## src/rtl/ps2_key_rx_if.sv

```systemverilog
// Output bundle of the PS/2 key receiver: decoded key word, raw byte strobe and error pulse.
// The receiver drives it through the master modport; core logic reads it through slave.
interface ps2_key_rx_if;
    logic [10:0] ps2_key;
    logic [7:0]  rx_byte;
    logic        rx_stb;
    logic        err;

    modport master (output ps2_key, rx_byte, rx_stb, err);
    modport slave  (input  ps2_key, rx_byte, rx_stb, err);
endinterface

```

## src/rtl/ps2_key_rx.sv

```systemverilog
// PS/2 device-to-host receiver: synchronise and filter the line, deframe 11-bit frames,
// then fold Set-2 prefixes (E0/F0/E1) into the toggle-strobe key word.
module ps2_key_rx #(
    parameter int FILTER_LEN     = 8,
    parameter int TIMEOUT_CYCLES = 100000,
    parameter int SKIP_PAUSE     = 7
) (
    input  logic          CLK_50M,
    input  logic          RESET,
    input  logic          ps2_clk_in,
    input  logic          ps2_data_in,
    ps2_key_rx_if.master  o_key_if
);
    localparam int FW = (FILTER_LEN > 2) ? $clog2(FILTER_LEN) : 1;
    localparam int TW = $clog2(TIMEOUT_CYCLES + 1);
    localparam int SW = (SKIP_PAUSE > 1) ? $clog2(SKIP_PAUSE + 1) : 1;

    typedef enum logic [1:0] {S_IDLE, S_DATA, S_PARITY, S_STOP} state_t;

    state_t         r_state, w_state_nxt;
    logic           r_clk_s1, r_clk_s2, r_dat_s1, r_dat_s2;
    logic           r_clk_f, r_clk_f_d;
    logic [FW-1:0]  r_filt_cnt;
    logic [TW-1:0]  r_to_cnt;
    logic [2:0]     r_bit_cnt;
    logic [7:0]     r_shift;
    logic           r_par_ok;
    logic [10:0]    r_key;
    logic [7:0]     r_rx_byte;
    logic           r_rx_stb, r_err;
    logic           r_ext, r_rel;
    logic [SW-1:0]  r_skip;
    logic           w_fall, w_timeout, w_accept, w_frame_err, w_err;

    assign w_fall    = r_clk_f_d & ~r_clk_f;
    assign w_timeout = (r_state != S_IDLE) && !w_fall && (r_to_cnt == TW'(TIMEOUT_CYCLES - 1));
    assign w_err     = w_frame_err | w_timeout;

    // The filtered clock only moves after FILTER_LEN consecutive disagreeing samples.
    always_ff @(posedge CLK_50M) begin
        if (RESET) begin
            r_clk_s1   <= 1'b1;
            r_clk_s2   <= 1'b1;
            r_dat_s1   <= 1'b1;
            r_dat_s2   <= 1'b1;
            r_clk_f    <= 1'b1;
            r_clk_f_d  <= 1'b1;
            r_filt_cnt <= '0;
        end else begin
            r_clk_s1  <= ps2_clk_in;
            r_clk_s2  <= r_clk_s1;
            r_dat_s1  <= ps2_data_in;
            r_dat_s2  <= r_dat_s1;
            r_clk_f_d <= r_clk_f;
            if (r_clk_s2 == r_clk_f) begin
                r_filt_cnt <= '0;
            end else if (r_filt_cnt == FW'(FILTER_LEN - 1)) begin
                r_clk_f    <= r_clk_s2;
                r_filt_cnt <= '0;
            end else begin
                r_filt_cnt <= r_filt_cnt + 1'b1;
            end
        end
    end

    always_ff @(posedge CLK_50M) begin
        if (RESET || w_fall || r_state == S_IDLE) r_to_cnt <= '0;
        else                                      r_to_cnt <= r_to_cnt + 1'b1;
    end

    always_ff @(posedge CLK_50M) begin
        if (RESET) r_state <= S_IDLE;
        else       r_state <= w_state_nxt;
    end

    always_comb begin
        w_state_nxt = r_state;
        w_accept    = 1'b0;
        w_frame_err = 1'b0;
        if (w_timeout) begin
            w_state_nxt = S_IDLE;
        end else if (w_fall) begin
            case (r_state)
                S_IDLE:   if (!r_dat_s2) w_state_nxt = S_DATA;
                S_DATA:   if (r_bit_cnt == 3'd7) w_state_nxt = S_PARITY;
                S_PARITY: w_state_nxt = S_STOP;
                S_STOP: begin
                    w_state_nxt = S_IDLE;
                    if (r_dat_s2 && r_par_ok) w_accept    = 1'b1;
                    else                      w_frame_err = 1'b1;
                end
                default:  w_state_nxt = S_IDLE;
            endcase
        end
    end

    always_ff @(posedge CLK_50M) begin
        if (RESET) begin
            r_bit_cnt <= '0;
            r_par_ok  <= 1'b0;
        end else if (w_fall) begin
            case (r_state)
                S_IDLE: r_bit_cnt <= '0;
                S_DATA: begin
                    r_shift   <= {r_dat_s2, r_shift[7:1]};
                    r_bit_cnt <= r_bit_cnt + 1'b1;
                end
                S_PARITY: r_par_ok <= ^{r_shift, r_dat_s2};
                default: ;
            endcase
        end
    end

    // Byte lands one cycle after the stop edge; the decode runs one cycle later off rx_stb.
    always_ff @(posedge CLK_50M) begin
        if (RESET) begin
            r_key     <= '0;
            r_rx_byte <= '0;
            r_rx_stb  <= 1'b0;
            r_err     <= 1'b0;
            r_ext     <= 1'b0;
            r_rel     <= 1'b0;
            r_skip    <= '0;
        end else begin
            r_rx_stb <= w_accept;
            r_err    <= w_err;
            if (w_accept) r_rx_byte <= r_shift;
            if (w_err) begin
                r_ext  <= 1'b0;
                r_rel  <= 1'b0;
                r_skip <= '0;
            end else if (r_rx_stb) begin
                if (r_skip != '0) begin
                    r_skip <= r_skip - 1'b1;
                end else begin
                    case (r_rx_byte)
                        8'hE1: r_skip <= SW'(SKIP_PAUSE);
                        8'hE0: r_ext  <= 1'b1;
                        8'hF0: r_rel  <= 1'b1;
                        8'h00, 8'hAA, 8'hEE, 8'hFA, 8'hFC, 8'hFE, 8'hFF: begin
                            r_ext <= 1'b0;
                            r_rel <= 1'b0;
                        end
                        default: begin
                            r_key <= {~r_key[10], ~r_rel, r_ext, r_rx_byte};
                            r_ext <= 1'b0;
                            r_rel <= 1'b0;
                        end
                    endcase
                end
            end
        end
    end

    assign o_key_if.ps2_key = r_key;
    assign o_key_if.rx_byte = r_rx_byte;
    assign o_key_if.rx_stb  = r_rx_stb;
    assign o_key_if.err     = r_err;
endmodule
```

## src/flat_wrapper.sv

```systemverilog
// flat-port wrapper written by rule: the top's interface ports become plain ports
module ps2_key_rx_flat 
#(
    parameter int FILTER_LEN     = 8,
    parameter int TIMEOUT_CYCLES = 100000,
    parameter int SKIP_PAUSE     = 7
)
  (CLK_50M, RESET, ps2_clk_in, ps2_data_in, o_key_if_ps2_key, o_key_if_rx_byte, o_key_if_rx_stb, o_key_if_err);
  ps2_key_rx_if o_key_if_i ();
  input  logic CLK_50M;
  input  logic RESET;
  input  logic ps2_clk_in;
  input  logic ps2_data_in;
  output wire logic [$bits(o_key_if_i.ps2_key)-1:0] o_key_if_ps2_key;
  output wire logic [$bits(o_key_if_i.rx_byte)-1:0] o_key_if_rx_byte;
  output wire logic [$bits(o_key_if_i.rx_stb)-1:0] o_key_if_rx_stb;
  output wire logic [$bits(o_key_if_i.err)-1:0] o_key_if_err;
  assign o_key_if_ps2_key = o_key_if_i.ps2_key;
  assign o_key_if_rx_byte = o_key_if_i.rx_byte;
  assign o_key_if_rx_stb = o_key_if_i.rx_stb;
  assign o_key_if_err = o_key_if_i.err;
  ps2_key_rx #(.FILTER_LEN(FILTER_LEN), .TIMEOUT_CYCLES(TIMEOUT_CYCLES), .SKIP_PAUSE(SKIP_PAUSE)) u_core (.CLK_50M(CLK_50M), .RESET(RESET), .ps2_clk_in(ps2_clk_in), .ps2_data_in(ps2_data_in), .o_key_if(o_key_if_i));
endmodule
```

## config.mk

```make
export PLATFORM = sky130hd
export DESIGN_NAME = ps2_key_rx_flat
export DESIGN_NICKNAME = d
export VERILOG_FILES = /design/src/rtl/ps2_key_rx_if.sv /design/src/rtl/ps2_key_rx.sv /design/src/flat_wrapper.sv
export SDC_FILE = /design/constraint.sdc
export NUM_CORES = 1
export LEC_CHECK = 0
export CORE_MARGIN = 4
export CORE_UTILIZATION = 50
export CTS_CLUSTER_DIAMETER = 150
export CTS_CLUSTER_SIZE = 14
export DETAILED_ROUTE_END_ITERATION = 8
export HOLD_SLACK_MARGIN = 0.08
export PLACE_DENSITY = 0.72
export SKIP_CTS_REPAIR_TIMING = 1
export SYNTH_ARGS = -nofsm -noshare
export SYNTH_HDL_FRONTEND = slang
export SYNTH_SLANG_ARGS = --single-unit
```

## constraint.sdc

```tcl
create_clock -name CLK_50M -period 2.55 [get_ports CLK_50M]
set_input_delay 0.6375 -clock CLK_50M [delete_from_list [all_inputs] [get_ports CLK_50M]]
set_output_delay 0.6375 -clock CLK_50M [all_outputs]
set_load 0.05 [all_outputs]
```

==> run metrics, run 1 <==
CP Data Required Time=between 1500 and 2000 ps; Ant. Diodes=0; hold path endpoint=u_core.r_clk_s2$_SDFF_PP1_; Max Root-Sink Buffers=2; share of cells above drive strength 1=0.105; most numerous cell in the Yosys netlist=dfxtp_1; CP Depth=1; Routed WL per cell=13.6 µm; Clock Tree Root=clkbuf_8; TritonCTS clock tree=done; critical path cell sequence=clkdlybuf4s50_1; Hold Path Depth=1; hold_ws=roughly 410 ps; worst path bufs/invs=1; fill count=497; most used flip-flop cell after synthesis=dfxtp_1; RD Place Congestion=~0.76; Starting Density=0.522; Synth area leader=dfxtp_1; largest net degree at the start of global routing=38; Clock Latency Late Sink=approximately 340 ps; Final setup viols=0; CTS sink cnt=between 60 and 70; Seq/Total Area, Yosys=0.482; count of final max-slew check failures=0; maximum vdd drop=0.394 mV; Final HPWL DP=approximately 3.8 mm; nets=between 300 and 400; DR vias=2070; Worst Path Arrival=between 1500 and 2000 ps; YS warnings=0; drt initial violations=around 120; Via density=5.21; Clock Skew=4.79 ps; # port buffers=24; Max Clk Rate=0.427 GHz; die area=roughly 7100 µm²; post-synth cell types=48; CP max stage delay=between 800 and 900 ps; Critical Path Start=u_core.o_key_if.rx_byte[4]$_SDFFE_PP0P_; Area growth, synth to finish=17.5%; antenna viol nets, final=0; Yosys top cell area share=0.399; final wirelength=5.41 mm; number of global-route vias before repair=2023; reg2reg setup slack=roughly 480 ps; CP Launch Type=flop; Synthesized Nets=305; FP Rows=27; RSZ-0062 raised after global routing=no; die outline width=approximately 84 µm; Fin. Hold Viols=0; max-slew headroom at the worst pin=0.590; Reg-to-Reg End=u_core.o_key_if.ps2_key[7]$_SDFFE_PP0P_; I/O Pins=25; H-tree depth=3; gr ovfl total=0; Post-synth top cells=dfxtp_1, nor2_1, mux2i_1, nand2b_1; Hold Crit Class=reg -> reg; Synth area leaders=dfxtp_1, edfxtp_1, mux2i_1; multi-input logic area=between 1000 and 1500 µm²; 1st-pass router iterations=4; Post-Syn Area=around 2900 µm²; status=complete, no violations; height of the die=84.3 µm; number of synthesized flops with an enable pin=8; Critical R2R Launch=u_core.r_state[0]$_SDFFE_PP0P_; clk slew on worst S/H paths=approximately 70 ps; setup TNS=0 ps; CTS Buf Count=9; first-pass GRT wire length=between 9 and 10 mm; Slew @ Worst Pin=611 ps; slowest cell on the critical path=clkdlybuf4s50_1; worst-path fanout max=9; Hold Crit Start=u_core.r_clk_s1$_SDFF_PP1_; Cells after Synth=between 200 and 300; DRC viols=0; top cell family by delay on the critical path=buffers and inverters; leakage=about 0.0012 µW; GRT Resource Usage Total=0.162; worst r2r path cells=7; Min Clock Period, post-route=2340 ps; period utilization=0.919; FF+latch area=between 1000 and 1500 µm²; core area=5570 µm²; initial antenna violation count=0; CP endpoint kind=output pin; Max-cap violations=0; Worst Path Class, Setup=reg -> out; PwrDens=about 560 nW/µm²; Syn Area/Cell=10.0 µm²; asr flop ratio synth=0; number of synthesized register bits=66
[cells in the final DEF, fill, tap and decap left out, types with 6 or more instances in the layout]
cell type        count
a21oi_1              9
and3_1              10
clkbuf_8             9
clkdlybuf4s50_1     24
dfxtp_1             58
edfxtp_1             8
ha_1                11
inv_1                7
mux2i_1             18
nand2_1             13
nand2b_1            18
nand3_1              7
nor2_1              38
or2_2                6
xnor2_1             13
xor2_1               9
[cell type report]
type	count	share of cell area
clock buffers	10	0.0436
clock inverters	6	0.0117
inverters	7	0.00769
multi-input cells	207	0.419
flip-flops and latches	66	0.410
well taps	72	0.0264
repair buffers	29	0.0813
[logic make-up after synthesis]
family,after synthesis,share of synthesized area
simple gates,128,0.243
flops,66,0.482
compound gates,25,0.0577
xor+xnor,23,0.0740
mux,20,0.0710
buf+inv,17,0.0254
fa+ha+maj,11,0.0473
[stage by stage]
stage / cell area, µm² / setup WS, ps / power (µW) / util / std cells
6_report: 3420 / 207 / 1900 / 0.613 / 397
5_1_grt: 3420 / 109 / 1970 / 0.613 / 397
4_1_cts: 3420 / 186 / 1920 / 0.613 / 397
3_5_place_dp: 3230 / 527 / 1110 / 0.579 / 381
3_3_place_gp: 3230 / 531 / 1110 / 0.579 / 381
2_1_floorplan: 2910 / 461 / 1100 / - / 290
[where the power goes]
part	total [µW]	internal, µW	leakage [µW]	switching, µW
Combinational	29.5	14.8	0.000580	14.7
Clock	818	408	0.0000871	410
Sequential	1050	1050	0.000540	1.86
[flip-flops by register name, summed over array words and instances (netlist names), 2 cells and up]
signal and flops:
u_core.r_shift 8, u_core.r_bit_cnt 3, u_core.o_key_if.ps2_key 11, u_core.o_key_if.rx_byte 8
u_core.r_to_cnt 17, u_core.r_skip 3, u_core.r_filt_cnt 3, u_core.r_state 2
[layer usage]
| layer | share of wire | vias to the layer above | global-route usage | wire length [µm] |
|---|---|---|---|---|
| met2 | 0.47 | 24 | 0.263 | 2550 |
| met5 | 0 | - | 0 | 0 |
| met3 | 0.043 | 7 | 0.0658 | 230 |
| met4 | 0.0091 | 0 | 0.0526 | 49 |
| met1 | 0.48 | 976 | 0.195 | 2570 |
| li1 | - | 1063 | - | - |
[worst max path at each step]
stage                                                    endpoint  slack, ps
after floorplan           u_core.o_key_if.ps2_key[9]$_SDFFE_PP0P_        460
after global placement    u_core.o_key_if.ps2_key[6]$_SDFFE_PP0P_        530
after detailed placement  u_core.o_key_if.ps2_key[3]$_SDFFE_PP0P_        530
after CTS                                     o_key_if_rx_byte[0]        190
after global routing                          o_key_if_rx_byte[4]        110
final                                         o_key_if_rx_byte[4]        210
(Power assumes the default switching activity.)
==> run 2, diff against run 1 <==
Settings changed: CAP_MARGIN from default to 20, CELL_PAD_IN_SITES_DETAIL_PLACEMENT from default to 0, CELL_PAD_IN_SITES_GLOBAL_PLACEMENT from default to 1, CORE_UTILIZATION 50 to 45, PLACE_DENSITY 0.72 to 0.8, SLEW_MARGIN from default to 10.
==> run metrics, run 2 (synthesis results as in run 1) <==
slowest cell on the critical path=clkdlybuf4s50_1; Hold Crit Start=u_core.r_dat_s1$_SDFF_PP1_; DRC viols=0 (unchanged); die area=7810 µm² (+10%); Hold Crit Class=reg -> reg; Min Clock Period, post-route=2360 ps (+19.2 ps); nets=334 (-0.30%); max-slew headroom at the worst pin=0.604 (+0.0141); Max-cap violations=0 (unchanged); I/O Pins=25 (unchanged); largest net degree at the start of global routing=46 (+21%); CP Data Required Time=1910 ps (about the same); CTS sink cnt=66 (unchanged); 1st-pass router iterations=4 (unchanged); die outline width=88.4 µm (+4.9%); Reg-to-Reg End=u_core.o_key_if.ps2_key[1]$_SDFFE_PP0P_; Clock Latency Late Sink=340 ps (about the same); height of the die=88.4 µm (+4.9%); RSZ-0062 raised after global routing=no; worst path bufs/invs=1 (unchanged); Final setup viols=0 (unchanged); CP max stage delay=870 ps (about the same); Routed WL per cell=13.3 µm (-2.5%); most common cell after layout, fill and taps aside=dfxtp_1; Via density=5.15 (-1.3%); clock group share of total power=0.415 (-0.015); commonest cells after routing, fill and taps aside=dfxtp_1, nor2_1, clkdlybuf4s50_1, nand2b_1, mux2i_1; Critical R2R Launch=u_core.r_state[0]$_SDFFE_PP0P_; antenna viol nets, final=0 (unchanged); Clock Skew=8.86 ps (+4.07 ps); critical path cell sequence=clkdlybuf4s50_1; number of global-route vias before repair=1892 (-6.5%); max reg flops=17 (unchanged); Switch Pwr=375 µW (-12%); Area growth, synth to finish=16.8%; clk slew on worst S/H paths=70 ps (about the same); Max Root-Sink Buffers=2 (unchanged); reg2reg setup slack=540 ps (+60 ps); first-pass GRT wire length=8.98 mm (-2.3%); status=complete, no violations; hold path endpoint=u_core.r_dat_s2$_SDFF_PP1_; RD Place Congestion=0.774 (+1.4%); CP endpoint kind=output pin; initial antenna violation count=0 (unchanged); Fin. Hold Viols=0 (unchanged); Power Internal=1470 µW (about the same); setup TNS=0 ps (unchanged); share of cells above drive strength 1=0.0895 (-0.0151); fill count=586 (+18%); # port buffers=24 (unchanged); Max Clk Rate=0.423 GHz (-0.81%); register with the most flip-flops=u_core.r_to_cnt; worst r2r path cells=7 (unchanged); core area=6310 µm² (+13%); final wirelength=5.32 mm (-1.5%); gr ovfl total=0 (unchanged); count of final max-slew check failures=0 (unchanged); switching share of power=0.203 (-0.0218); Slew @ Worst Pin=589 ps (-21.0 ps); sequential power share=0.570 (+0.016); leakage=0.00120 µW (-0.57%); combinational share of power=0.015 (about the same); DR vias=2064 (-0.29%); period utilization=0.926 (+0.00752); Worst Path Class, Setup=reg -> out; TritonCTS clock tree=done; drt initial violations=49 (-58%); worst-path fanout max=9 (unchanged); Starting Density=0.461 (-0.0611); H-tree depth=3 (unchanged); Worst Path Arrival=1720 ps (about the same); FP Rows=29 (+7.4%); CP Launch Type=flop; top cell family by delay on the critical path=buffers and inverters; Ant. Diodes=0 (unchanged); Hold Path Depth=1 (unchanged); GRT Resource Usage Total=0.151 (-0.0105); CTS Buf Count=9 (unchanged); maximum vdd drop=0.331 mV (-16%); Final HPWL DP=3.80 mm (-0.24%); Clock Tree Root=clkbuf_8; Power, Total=1850 µW (-2.7%); PwrDens=544 nW/µm² (-2.1%)
run 2: worst max-delay path by stage:
stage / depth (start not counted) / startpoint / slack (ps) / to
3_5_place_dp: 3 / RESET / 500 / u_core.r_to_cnt[11]$_SDFF_PP0_
4_1_cts: 1 / u_core.o_key_if.rx_byte[4]$_SDFFE_PP0P_ / 170 / o_key_if_rx_byte[4]
3_3_place_gp: 7 / u_core.r_state[0]$_SDFFE_PP0P_ / 520 / u_core.o_key_if.ps2_key[8]$_SDFFE_PP0P_
6_report: 1 / u_core.o_key_if.rx_byte[4]$_SDFFE_PP0P_ / 190 / o_key_if_rx_byte[4]
2_1_floorplan: 7 / u_core.o_key_if.rx_byte[0]$_SDFFE_PP0P_ / 460 / u_core.o_key_if.ps2_key[9]$_SDFFE_PP0P_
5_1_grt: 1 / u_core.o_key_if.rx_byte[2]$_SDFFE_PP0P_ / 130 / o_key_if_rx_byte[2]
run 2: stage by stage:
stage | worst slack, ps | std cells | hold WS [ps] | cell area [µm²] | utilization
global route | 128 | 401 | 428 | 3400 | 0.538
finish | 188 | 401 | 411 | 3400 | 0.538
global placement | 518 | 385 | 392 | 3230 | 0.511
CTS | 171 | 401 | 413 | 3400 | 0.538
floorplan | 461 | 290 | 389 | 2910 | -
detailed placement | 502 | 385 | 398 | 3230 | 0.511
run 2: final cells by class:
class	instances	area, µm²	share of cell area
Inverter	7	26.3	0.00773
Tap cell	77	96.3	0.0284
Clock buffer	16	170	0.0501
Multi-Input combinational cell	207	1430	0.422
Timing Repair Buffer	28	270	0.0796
Sequential cell	66	1400	0.413
run 2: power by group through the flow:
| stage | logic, µW | clock network, µW | registers, µW |
|---|---|---|---|
| 2_1_floorplan | 19.4 | 0 | 1080 |
| 3_3_place_gp | 27.6 | 0 | 1080 |
| 3_5_place_dp | 27.9 | 0 | 1080 |
| 4_1_cts | 28.1 | 799 | 1050 |
| 5_1_grt | 30.9 | 840 | 1050 |
| 6_report | 28.3 | 767 | 1050 |
run 2: routing by layer:
metal / wire length [µm] / GRT usage / vias up
li1: - / - / 1061
met1: 2570 / 0.192 / 962
met2: 2410 / 0.234 / 29
met3: 200 / 0.0354 / 12
met4: 134 / 0.0907 / 0
met5: 0 / 0 / -
==> run 3, diff against run 2 <==
Settings changed: CTS_CLUSTER_SIZE 14 to 30.
==> results of run 3 <==
The final DEF is identical to that of run 2; final timing and power are the same.
